File: config.mk
export PLATFORM = sky130hd
export DESIGN_NAME = led_breather
export DESIGN_NICKNAME = d
export VERILOG_FILES = /design/src/rtl/led_breather_pkg.sv /design/src/rtl/led_breather_pwm.sv /design/src/rtl/led_breather.sv
export SDC_FILE = /design/constraint.sdc
export NUM_CORES = 1
export LEC_CHECK = 0
export ABC_AREA = 0
export CAP_MARGIN = 20
export CORE_MARGIN = 4
export CORE_UTILIZATION = 45
export DETAILED_ROUTE_END_ITERATION = 16
export GPL_TIMING_DRIVEN = 0
export PLACE_DENSITY = 0.71
export SYNTH_ARGS = -nofsm -noshare
export SYNTH_HDL_FRONTEND = slang
export SYNTH_SLANG_ARGS = --single-unit
export TNS_END_PERCENT = 1
File: constraint.sdc
create_clock -name clock_reset -period 2.8 [get_ports clock_reset]
set_input_delay 0.84 -clock clock_reset [delete_from_list [all_inputs] [get_ports clock_reset]]
set_output_delay 0.84 -clock clock_reset [all_outputs]
set_load 0.05 [all_outputs]
File: src/rtl/led_breather_pkg.sv
// Shared constants and state encoding for the LED breathing envelope.
package led_breather_pkg;

  localparam int LED_W            = 8;
  localparam int DEF_PWM_BITS     = 8;
  localparam int DEF_STEP_DIV     = 4;
  localparam int DEF_HOLD_PERIODS = 16;

  localparam logic [2:0] ST_IDLE    = 3'd0;
  localparam logic [2:0] ST_RISE    = 3'd1;
  localparam logic [2:0] ST_HOLD_HI = 3'd2;
  localparam logic [2:0] ST_FALL    = 3'd3;
  localparam logic [2:0] ST_HOLD_LO = 3'd4;

  function automatic int cnt_w(input int n);
    return (n > 1) ? $clog2(n) : 1;
  endfunction

endpackage

File: src/rtl/led_breather_pwm.sv
// Free-running PWM counter, wrap/period tick and the gated LED register.
module led_breather_pwm
  import led_breather_pkg::*;
#(
  parameter int PWM_BITS = DEF_PWM_BITS
) (
  input  logic                clock,
  input  logic                reset,
  input  logic                enable,
  input  logic [PWM_BITS-1:0] level,
  input  logic [LED_W-1:0]    pattern_q,
  output logic                wrap,
  output logic                period_tick,
  output logic [LED_W-1:0]    led
);

  logic [PWM_BITS-1:0] pwm_cnt;
  logic                lit;

  assign wrap = enable && (pwm_cnt == '1);
  assign lit  = pwm_cnt < level;

  always_ff @(posedge clock) begin
    if (reset || !enable) begin
      pwm_cnt     <= '0;
      period_tick <= 1'b0;
      led         <= '0;
    end else begin
      pwm_cnt     <= pwm_cnt + PWM_BITS'(1);
      period_tick <= wrap;
      led         <= pattern_q & {LED_W{lit}};
    end
  end

endmodule

File: src/rtl/led_breather.sv
// Breathing envelope FSM: ramps PWM brightness up, holds, ramps down, holds.
module led_breather
  import led_breather_pkg::*;
#(
  parameter int PWM_BITS     = DEF_PWM_BITS,
  parameter int STEP_DIV     = DEF_STEP_DIV,
  parameter int HOLD_PERIODS = DEF_HOLD_PERIODS
) (
  input  logic [1:0]          clock_reset,
  input  logic                enable,
  input  logic [LED_W-1:0]    pattern,
  output logic [LED_W-1:0]    led,
  output logic [PWM_BITS-1:0] level,
  output logic                period_tick
);

  localparam int SW = cnt_w(STEP_DIV);
  localparam int HW = cnt_w(HOLD_PERIODS);
  localparam logic [SW-1:0] STEP_LAST = SW'(STEP_DIV - 1);
  localparam logic [HW-1:0] HOLD_LAST = HW'(HOLD_PERIODS - 1);

  logic                clock;
  logic                reset;
  logic                wrap;
  logic [2:0]          state;
  logic [SW-1:0]       step_cnt;
  logic [HW-1:0]       hold_cnt;
  logic [LED_W-1:0]    pattern_q;
  logic [PWM_BITS-1:0] lvl_up;
  logic [PWM_BITS-1:0] lvl_dn;
  logic                step_done;
  logic                hold_done;

  assign clock     = clock_reset[0];
  assign reset     = clock_reset[1];
  assign lvl_up    = level + PWM_BITS'(1);
  assign lvl_dn    = level - PWM_BITS'(1);
  assign step_done = step_cnt == STEP_LAST;
  assign hold_done = hold_cnt == HOLD_LAST;

  always_ff @(posedge clock) begin
    if (reset) begin
      state     <= ST_IDLE;
      level     <= '0;
      step_cnt  <= '0;
      hold_cnt  <= '0;
      pattern_q <= '0;
    end else if (!enable) begin
      state    <= ST_IDLE;
      level    <= '0;
      step_cnt <= '0;
      hold_cnt <= '0;
    end else if (wrap) begin
      pattern_q <= pattern;
      unique case (state)
        ST_IDLE: state <= ST_RISE;
        ST_RISE: begin
          if (step_done) begin
            step_cnt <= '0;
            level    <= lvl_up;
            // limit check on the post-step value
            if (lvl_up == '1) begin
              state    <= ST_HOLD_HI;
              hold_cnt <= '0;
            end
          end else begin
            step_cnt <= step_cnt + SW'(1);
          end
        end
        ST_HOLD_HI: begin
          if (hold_done) begin
            hold_cnt <= '0;
            state    <= ST_FALL;
          end else begin
            hold_cnt <= hold_cnt + HW'(1);
          end
        end
        ST_FALL: begin
          if (step_done) begin
            step_cnt <= '0;
            level    <= lvl_dn;
            if (lvl_dn == '0) begin
              state    <= ST_HOLD_LO;
              hold_cnt <= '0;
            end
          end else begin
            step_cnt <= step_cnt + SW'(1);
          end
        end
        ST_HOLD_LO: begin
          if (hold_done) begin
            hold_cnt <= '0;
            state    <= ST_RISE;
          end else begin
            hold_cnt <= hold_cnt + HW'(1);
          end
        end
        default: state <= ST_IDLE;
      endcase
    end
  end

  led_breather_pwm #(
    .PWM_BITS (PWM_BITS)
  ) u_pwm (
    .clock       (clock),
    .reset       (reset),
    .enable      (enable),
    .level       (level),
    .pattern_q   (pattern_q),
    .wrap        (wrap),
    .period_tick (period_tick),
    .led         (led)
  );

endmodule

==> results.sh, run 1 <==
export IMPL_netlist_instances=250
export IMPL_crit_buf_inv=9
export IMPL_num_io_pins=28
export IMPL_antenna_found_initial=0
export IMPL_cp_slowest_cell="o311a_4"
export IMPL_yosysSeqAreaShare_pct=39.1
export IMPL_grtUsageTotal_pct=20.2
export IMPL_grt_pass1_wl_um=9070
export IMPL_ir_drop_mv=0.615
export IMPL_synth_top_family_by_area="simple AND/OR/NAND/NOR gates"
export IMPL_grt_max_degree=15
export IMPL_worst_slew_pin_slew_ps=594
export IMPL_drive_gt1_share_pct=15.1
export IMPL_synth_compound_area_share_pct=14.5
export IMPL_async_flop_share_pct=0
export IMPL_setup_worst_path_start_class="clock port"
export IMPL_tritoncts="built"
export IMPL_synthAdderAreaFrac_pct=8.15
export IMPL_portBuffers=26
export IMPL_place_area_mm2=0.00247
export IMPL_drc_errors=0
export IMPL_synth_cell_type_count=45
export IMPL_nNetsFinal=329
export IMPL_ant_nets=0
export IMPL_synth_xor_area_share_pct=6.93
export IMPL_area_delta_synth_final_pct=35.7
export IMPL_slowest_delay_ps=180
export IMPL_tns_ps=0
export IMPL_drt_pass1_iterations=6
export IMPL_power_leakage_uw=0.00107
export IMPL_synth_nets=275
export IMPL_rsz0062_at_grt="false"
export IMPL_cp_max_fo=6
export IMPL_synth_flop_cell="dfxtp_1"
export IMPL_stdcell_count=363
export IMPL_cts_setup_buffers=0
export IMPL_place_inst=328
export IMPL_endpoint_kind="flop"
export IMPL_hold_class="clock port to flop"
export IMPL_insertion_delay_ps=300
export IMPL_final_area_mm2=0.00292
export IMPL_die_y_um=77.1
export IMPL_grt_pass1_vias=2301
export IMPL_routedWlPerCell_um=14.1
export IMPL_clkTransAtPathRegs_ps=90
export IMPL_hold_buffers=0
export IMPL_slew_headroom_pct=60.2
export IMPL_grt_overflow_total=0
export IMPL_setup_viol=0
export IMPL_maxSlewViolCount=0
export IMPL_crit_family="buffers and inverters"
export IMPL_crit_path_frequent_cell="clkbuf_8"
export IMPL_cp_required_ps=3050
export IMPL_worstPathArrival_ps=2920
export IMPL_synth_simple_gate_area_share_pct=25.5
export IMPL_critPathKind="clock port to flop"
export IMPL_vias=1980
export IMPL_netlist_area_mm2=0.00215
export IMPL_synth_seq_cells=42
export IMPL_drt_initial_drc_count=146
export IMPL_ys_warn_count=0
export IMPL_final_common_cell="dfxtp_1"
export IMPL_ctsResizeCount=1
export IMPL_routabilityCongestion=0.840
export IMPL_vias_per_cell=5.45
export IMPL_finalHoldViolations=0
export IMPL_power_density_mw_per_mm2=635
export IMPL_maxCapViolations=0
export IMPL_diodes=0
export IMPL_synth_avg_cell_area_um2=8.60
export IMPL_status="finished clean"
export IMPL_rows=24
export IMPL_worstPathCellList="clkbuf_8 > clkbuf_8 > clkbuf_1 > clkbuf_8 > clkbuf_8 > nor2b_2 > clkbuf_8 > clkbuf_8 > o311a_4 > clkbuf_8 > clkbuf_8 > and2_1"
export IMPL_coreArea_mm2=0.00447
export IMPL_dieArea_mm2=0.00595
export IMPL_nFillCells=360
export IMPL_rrSetupSlack_ps=200
export IMPL_layout_common_cells="dfxtp_1 (42), nand2_1 (29), clkbuf_8 (26), clkdlybuf4s50_1 (26), nor2_1 (24)"
export IMPL_die_w_um=77.1
export IMPL_routed_wl_um=5120
export IMPL_fin_skew_ps=9.16
export IMPL_synthMuxAreaShare_pct=0.931
export IMPL_dp_hpwl_um=3240
export IMPL_synth_edff_count=0
export IMPL_start_util_pct=48.0
[cells in the mapped netlist (2+ instances only)]
library cell | instances | area, um^2
nor3_1 | 7 | 35.0
nand2b_1 | 3 | 18.8
nor2_1 | 24 | 90.1
a211oi_1 | 3 | 22.5
o21a_1 | 2 | 15.0
xnor2_1 | 13 | 114
nand2_1 | 29 | 109
or3_1 | 6 | 37.5
a21o_1 | 3 | 22.5
buf_2 | 3 | 15.0
inv_1 | 10 | 37.5
clkbuf_1 | 5 | 18.8
o21ai_0 | 3 | 15.0
a21oi_1 | 20 | 100
ha_1 | 14 | 175
nand4_1 | 6 | 37.5
xor2_1 | 4 | 35.0
nor2b_1 | 3 | 18.8
dfxtp_1 | 42 | 841
nand3_1 | 10 | 50.1
and2_1 | 11 | 68.8
a31oi_1 | 4 | 25.0
mux2i_1 | 2 | 20.0
buf_6 | 2 | 22.5
[flip-flops by register name (all words and copies together), names as in the netlist]
register	flops
u_pwm.pwm_cnt	8
u_pwm.led	8
hold_cnt	4
step_cnt	2
state	3
pattern_q	8
u_pwm.period_tick	1
level	8
[worst paths after layout]
path                                  start                         to  cells past startpoint
hold / removal               clock_reset[1]  pattern_q[3]$_SDFFE_PP0P_                      6
hold reg to reg   pattern_q[5]$_SDFFE_PP0P_  pattern_q[5]$_SDFFE_PP0P_                      2
setup reg to reg      level[0]$_SDFFE_PP0P_   hold_cnt[1]$_SDFFE_PP0P_                      9
setup / recovery             clock_reset[1]    u_pwm.led[7]$_SDFF_PP0_                     12
[power by group]
part	switching (uW)	total, uW	internal, uW	leakage, uW
combinational	14.4	45.7	31.3	0.000433
clock	472	1180	710	0.000300
sequential	15.0	625	610	0.000338
total	501	1850	1350	0.00107
[logic make-up (layout without fill, tap and decap cells)]
family | after synthesis | after routing
simple gates | 109 | 109
compound gates | 44 | 44
flops | 42 | 42
buf+inv | 22 | 83
xor+xnor | 17 | 17
fa+ha+maj | 14 | 14
mux | 2 | 2
[through the flow]
step	util (%)	total power [uW]	worst slack (ps)	hold slack [ps]
after CTS	64.9	1890	50.3	384
after floorplan	-	769	288	350
after global placement	55.3	791	23.1	350
final	65.2	1850	137	357
after global routing	65.2	1950	36.7	384
after detailed placement	55.3	791	5.06	350
[worst register-to-register path, stage by stage, from the launching register on]
cell and delay (ps):
dfxtp_1 410, inv_1 190, ha_1 250, or3b_4 430, a2111oi_4 350, nand4_1 160
o311ai_2 210, o211ai_4 180, a32oi_1 250, nor2_1 60
[per-layer routing]
layer  up-vias  global-route usage [%]  share of wire (%)
li1        978                       -                  -
met1       898                    19.3                 45
met2        82                    24.5                 44
met4         0                    21.2                2.4
met3        22                    17.8                7.8
met5         -                       0                  0
[cell type report]
type	instances	area [um^2]	share of cell area, %
clock buffers	29	369	12.7
multi-input cells	186	1220	41.7
flip-flops and latches	42	841	28.8
plain buffers	12	67.6	2.32
clock inverters	6	58.8	2.02
well taps	52	65.1	2.23
repair buffers	26	260	8.92
inverters	10	37.5	1.29
Note: power is estimated with default switching activity, not from simulation.
==> run 2: changes to the inputs <==
--- a/config.mk
+++ b/config.mk
@@ -10,8 +10,9 @@
 export CORE_MARGIN = 4
 export CORE_UTILIZATION = 45
 export DETAILED_ROUTE_END_ITERATION = 16
+export DONT_BUFFER_PORTS = 1
 export GPL_TIMING_DRIVEN = 0
-export PLACE_DENSITY = 0.71
+export PLACE_DENSITY = 0.64
 export SYNTH_ARGS = -nofsm -noshare
 export SYNTH_HDL_FRONTEND = slang
 export SYNTH_SLANG_ARGS = --single-unit
==> run 2 against run 1 <==
- via count shrank 4.9%
- clock power is essentially flat
- final cell count shrank 7.2%
- highest routed layer unchanged
==> results.sh, run 2 (synthesized netlist as in run 1, its figures left out) <==
export IMPL_status="finished clean"
export IMPL_worstPathCellList="clkbuf_8 > clkbuf_8 > clkbuf_1 > clkbuf_8 > clkbuf_8 > nor2b_2 > clkbuf_8 > clkbuf_8 > o311a_1 > clkbuf_8 > clkbuf_8 > and2_1"
export IMPL_dp_slack_ps=27.6
export IMPL_cp_required_ps=3040
export IMPL_pwr_share_clk_pct=64.6
export IMPL_hold_buffers=0
export IMPL_critPathLaunch="clock_reset[1]"
export IMPL_r2r_end="hold_cnt[1]$_SDFFE_PP0P_"
export IMPL_crit_buf_inv=9
export IMPL_r2r_start="level[1]$_SDFFE_PP0P_"
export IMPL_slew_headroom_pct=53.6
export IMPL_maxSlewViolCount=0
export IMPL_tritoncts="built"
export IMPL_multiInputGateArea_mm2=0.00121
export IMPL_die_y_um=77.1
export IMPL_stdcell_count=337
export IMPL_routed_wl_um=5170
export IMPL_ant_nets=0
export IMPL_p_int_uw=1340
export IMPL_num_io_pins=28
export IMPL_dp_hpwl_um=3150
export IMPL_tns_ps=0
export IMPL_final_common_cell="dfxtp_1"
export IMPL_power_leakage_uw=0.000977
export IMPL_cp_max_fo=5
export IMPL_grt_pass1_wl_um=9460
export IMPL_seq_area_um2=843
export IMPL_portBuffers=0
export IMPL_crit_family="buffers and inverters"
export IMPL_dieArea_mm2=0.00595
export IMPL_rrSetupSlack_ps=200
export IMPL_worstPathArrival_ps=2930
export IMPL_routedWlPerCell_um=15.3
export IMPL_cp_slowest_cell="o311a_1"
export IMPL_p_comb_share_pct=1.8
export IMPL_vias=1882
export IMPL_layout_common_cells="dfxtp_1 (40), nand2_1 (29), clkbuf_8 (26)"
export IMPL_drc_errors=0
export IMPL_rows=24
export IMPL_power_density_mw_per_mm2=704
export IMPL_final_area_mm2=0.00265
export IMPL_routabilityCongestion=0.834
export IMPL_grtUsageTotal_pct=22.9
export IMPL_drive_gt1_share_pct=16.5
export IMPL_critPathKind="clock port to flop"
export IMPL_worst_slew_pin_slew_ps=694
export IMPL_coreArea_mm2=0.00447
export IMPL_ir_drop_mv=0.546
export IMPL_die_w_um=77.1
export IMPL_grt_overflow_total=0
export IMPL_start_util_pct=48.0
export IMPL_drt_initial_drc_count=126
export IMPL_rsz0062_at_grt="false"
export IMPL_p_seq_share_pct=33.6
export IMPL_drt_pass1_iterations=5
export IMPL_crit_end="u_pwm.led[2]$_SDFF_PP0_"
export IMPL_switching_share_pct=28.1
export IMPL_endpoint_kind="flop"
export IMPL_place_area_mm2=0.00221
export IMPL_nFillCells=387
export IMPL_grt_pass1_vias=2220
export IMPL_setup_viol=0
export IMPL_crit_cells=12
export IMPL_setup_slack_ps=114
export IMPL_vias_per_cell=5.58
export IMPL_clkTransAtPathRegs_ps=80
export IMPL_maxCapViolations=0
export IMPL_hold_class="clock port to flop"
export IMPL_setup_worst_path_start_class="clock port"
export IMPL_crit_path_frequent_cell="clkbuf_8"
export IMPL_utilization_pct=59.1
export IMPL_p_switching_uw=522
export IMPL_area_delta_synth_final_pct=23.1
export IMPL_place_inst=302
export IMPL_nNetsFinal=303
export IMPL_fin_skew_ps=14.9
export IMPL_rr_worst_depth=9
export IMPL_insertion_delay_ps=300
export IMPL_antenna_found_initial=0
export IMPL_grt_max_degree=14
export IMPL_slowest_delay_ps=180
export IMPL_finalHoldViolations=0
export IMPL_diodes=0
==> run 2: changes by cell type in the layout (fill, tap and decap cells not counted) <==
cell	change
clkdlybuf4s50_1	-26
clkinv_2	-1
clkinvlp_4	+1
o311a_1	+1
dfxtp_1	-2
dfxtp_2	+2
clkbuf_1	+1
inv_6	-1
o311a_4	-1
==> run 2: worst min path at each step <==
| stage | startpoint | endpoint | depth (start not counted) |
|---|---|---|---|
| 4_1_cts | clock_reset[1] | pattern_q[1]$_SDFFE_PP0P_ | 6 |
| 3_3_place_gp | clock_reset[1] | hold_cnt[2]$_SDFFE_PP0P_ | 3 |
| 6_report | clock_reset[1] | pattern_q[0]$_SDFFE_PP0P_ | 6 |
| 5_1_grt | clock_reset[1] | pattern_q[2]$_SDFFE_PP0P_ | 6 |
| 3_5_place_dp | clock_reset[1] | hold_cnt[2]$_SDFFE_PP0P_ | 3 |
| 2_1_floorplan | clock_reset[1] | hold_cnt[2]$_SDFFE_PP0P_ | 3 |
==> run 2: worst reg2reg max path, cell delays in order (launching register included) <==
cell and delay, ps:
dfxtp_2 450, inv_1 210, ha_1 250, or3b_4 420, a2111oi_4 360, nand4_1 160
o311ai_2 200, o211ai_4 170, a32oi_1 200, nor2_1 60
==> run 2: timing repair <==
action / CTS / global route
buffers inserted: 0 / 0
resized for setup: 2 / 1
gates cloned: 0 / 0
setup endpoints to repair: 10 / 8
==> run 2: area by class of cell <==
class                      count  share of cell area [%]
buffer                        12                    2.55
inverter                      10                    1.42
clock buffer                  30                    14.1
tap                           52                    2.46
multi-input combinational    186                    45.6
clock inverter                 5                    1.99
sequential                    42                    31.9
==> run 2: power by group through the flow <==
| stage | registers (uW) | logic (uW) | clock network [uW] |
|---|---|---|---|
| after floorplan | 635 | 27.8 | 106 |
| after global placement | 639 | 32.2 | 106 |
| after detailed placement | 640 | 33.1 | 106 |
| after CTS | 625 | 33.4 | 1220 |
| after global routing | 630 | 38.6 | 1330 |
| final | 625 | 33.2 | 1200 |
==> run 2: metal layers <==
metal | part of all wire (%) | GRT usage [%] | vias up
li1 | - | - | 916
met4 | 5.1 | 33.8 | 0
met5 | 0 | 0.909 | -
met3 | 12 | 23.4 | 26
met2 | 44 | 24.2 | 96
met1 | 39 | 18.7 | 844
==> run 2: through the flow <==
stage | total power (uW) | hold WS, ps
floorplan | 769 | 350
global placement | 778 | 350
detailed placement | 779 | 350
CTS | 1880 | 386
global route | 2000 | 413
finish | 1860 | 376
==> patch, RTL diff (settings of run 2) <==
Change the package constant `DEF_PWM_BITS` from 8 to 6.
--- a/src/rtl/led_breather_pkg.sv
+++ b/src/rtl/led_breather_pkg.sv
@@ -2,7 +2,7 @@
 package led_breather_pkg;
 
   localparam int LED_W            = 8;
-  localparam int DEF_PWM_BITS     = 8;
+  localparam int DEF_PWM_BITS     = 6;
   localparam int DEF_STEP_DIV     = 4;
   localparam int DEF_HOLD_PERIODS = 16;
 
Ports: changed (resized level); port bits go from 28 to 26. No check against the original RTL was run, so the function may have changed too.
==> patch against run 2 <==
Utilization up 0.39 points. Area after synthesis down 7.6%. Register-to-register slack better by 0.02 ns. Global-route usage down 2.9 points. Power down 2.4%. Highest routed layer unchanged. Sequential cell count down 4. Worst hold slack worse by 0.0067 ns. Critical endpoint is now step_cnt[0]$_SDFFE_PP0P_. Routed wire length down 14%. Worst setup slack better by 0.0016 ns. Final area down 6.8%. Clock skew down 0.0085 ns.
==> patch: results (changes against run 2) <==
* Result of the run: complete, no violations
* First-pass GRT wire length at 7400 um (-22%)
* Critical Path Start: clock_reset[1]
* GRT Util Overall at 0.199 (-0.0294)
* CP max FO at 6 (+1)
* DP HPWL at 2960 um (-6.0%)
* Reg2Reg Launch Point: level[0]$_SDFFE_PP0P_
* Worst-margin pin slew at 0.843 ns (+0.149 ns)
* Number of filler instances in the final layout at 387 (unchanged)
* Warnings, synthesis at 0 (unchanged)
* Proportion of layout cells with a drive suffix above 1 at 0.203 (+0.0383)
* Initial antenna violation count at 0 (unchanged)
* Fraction of registers with async set or reset after synthesis at 0 (unchanged)
* Top flip-flop cell by instance count after synthesis: dfxtp_1
* Sequential cell area at 763 um2 (-9.5%)
* Detailed Route Iter0 Violations at 84 (-33%)
* Slack of the worst reg-to-reg path at 0.22 ns (+0.02 ns)
* Placed instance area at 2050 um2 (-7.5%)
* Worst-Skew Late Latency at 0.30 ns (about the same)
* Iteration count of the initial detailed-routing pass at 4 (-1)
* Pre-CTS worst setup slack at -0.0100 ns (-0.0376 ns)
* Final nets at 262 (-14%)
* Critical path arrival at 2.92 ns (about the same)
* End point of the critical path: step_cnt[0]$_SDFFE_PP0P_
* Sequential area share after synthesis at 0.383 (-0.00828)
* Largest registers: pattern_q: 8 flops, u_pwm.led: 8 flops
* Worst-case vdd ir drop at 594 uV (+8.8%)
* Net count after synthesis at 238 (-13%)
* Leading cell types by count after synthesis: dfxtp_1 (38), nor2_1 (26), a21oi_1 (14)
* Number of enable flip-flop cells after synthesis at 0 (unchanged)
* Post-detailed-route via-to-cell ratio at 5.60 (+0.30%)
* Setup clock skew after layout at 0.00643 ns (-0.00849 ns)
* Dominant cells by area after synthesis: dfxtp_1 (38%), ha_1 (7.6%), mux2i_1 (6.0%), nor2_1 (4.9%), xnor2_1 (4.4%)
* Minimum setup slack in the final design at 0.116 ns (+0.00155 ns)
* Highest-delay cell along the critical path: clkbuf_8
* GP Congestion at 0.860 (+3.2%)
* Count of cell types in the netlist at 47 (+4.4%)
* Pleak at 0.840 nW (-14%)
* R2r endpoint: hold_cnt[1]$_SDFFE_PP0P_
* Number of global-route vias before repair at 1,957 (-12%)
* Depth of the most critical reg-to-reg path at 8 (-1)
* Final WL at 4460 um (-14%)
* Biggest cell delay along the critical path at 0.15 ns (-0.03 ns)
* IO buf count at 0 (unchanged)
## patch: area by class of cell
type | count | area share
plain buffers | 11 | 0.0218
clock buffers | 27 | 0.139
clock inverters | 5 | 0.0223
inverters | 8 | 0.0122
multi-input cells | 157 | 0.470
flip-flops and latches | 38 | 0.309
well taps | 50 | 0.0254
## patch: how the worst min path moves through the flow
stage	slack (ns)	startpoint	to	cells past startpoint
CTS	0.38	clock_reset[1]	pattern_q[2]$_SDFFE_PP0P_	6
floorplan	0.33	clock_reset[1]	u_pwm.led[0]$_SDFF_PP0_	4
detailed placement	0.34	clock_reset[1]	u_pwm.led[0]$_SDFF_PP0_	4
finish	0.37	clock_reset[1]	pattern_q[2]$_SDFFE_PP0P_	6
global placement	0.34	clock_reset[1]	u_pwm.led[0]$_SDFF_PP0_	4
global route	0.40	clock_reset[1]	pattern_q[2]$_SDFFE_PP0P_	6
## patch: kinds of logic after synthesis
kind of cell             count (synthesis)  synth area share
adder cells (fa/ha/maj)                 12            0.0756
AO/OA/AOI/OAI                           40             0.147
XOR/XNOR                                13            0.0573
AND/OR/NAND/NOR                         80             0.233
buffers and inverters                   20            0.0434
flip-flops                              38             0.383
multiplexers                            12            0.0605
## patch: per-layer routing
metal / track usage / vias to the layer above / routed length [um]
li1: - / 819 / -
met5: 0.00926 / - / 0
met4: 0.292 / 0 / 147
met3: 0.216 / 19 / 442
met1: 0.161 / 747 / 1970
met2: 0.206 / 73 / 1910
## patch: through the flow
step / instances / TNS [ns] / power [mW] / hold slack (ns)
detailed placement: 265 / -0.0100 / 0.746 / 0.335
finish: 296 / 0 / 1.82 / 0.370
global route: 296 / 0 / 1.92 / 0.399
CTS: 297 / -0.0173 / 1.86 / 0.376
floorplan: 215 / 0 / 0.735 / 0.335
global placement: 265 / 0 / 0.746 / 0.335
## patch: where the power goes
part	internal, mW	total, mW	switching, mW
sequential	0.553	0.567	0.0138
combinational	0.0187	0.0372	0.0185
clock	0.744	1.21	0.470
## patch: repair_timing
| item | 4_1_cts | 5_1_grt |
|---|---|---|
| setup buffers | 0 | 0 |
| resized for setup | 5 | 5 |
| setup endpoints to repair | 13 | 12 |
| endpoints found under the hold margin | 0 | 0 |
## patch: critical path, delay by kind of cell
kind	cells	cell delay, ns
buffers and inverters	10	1.30
and+or+nand+nor	2	0.23
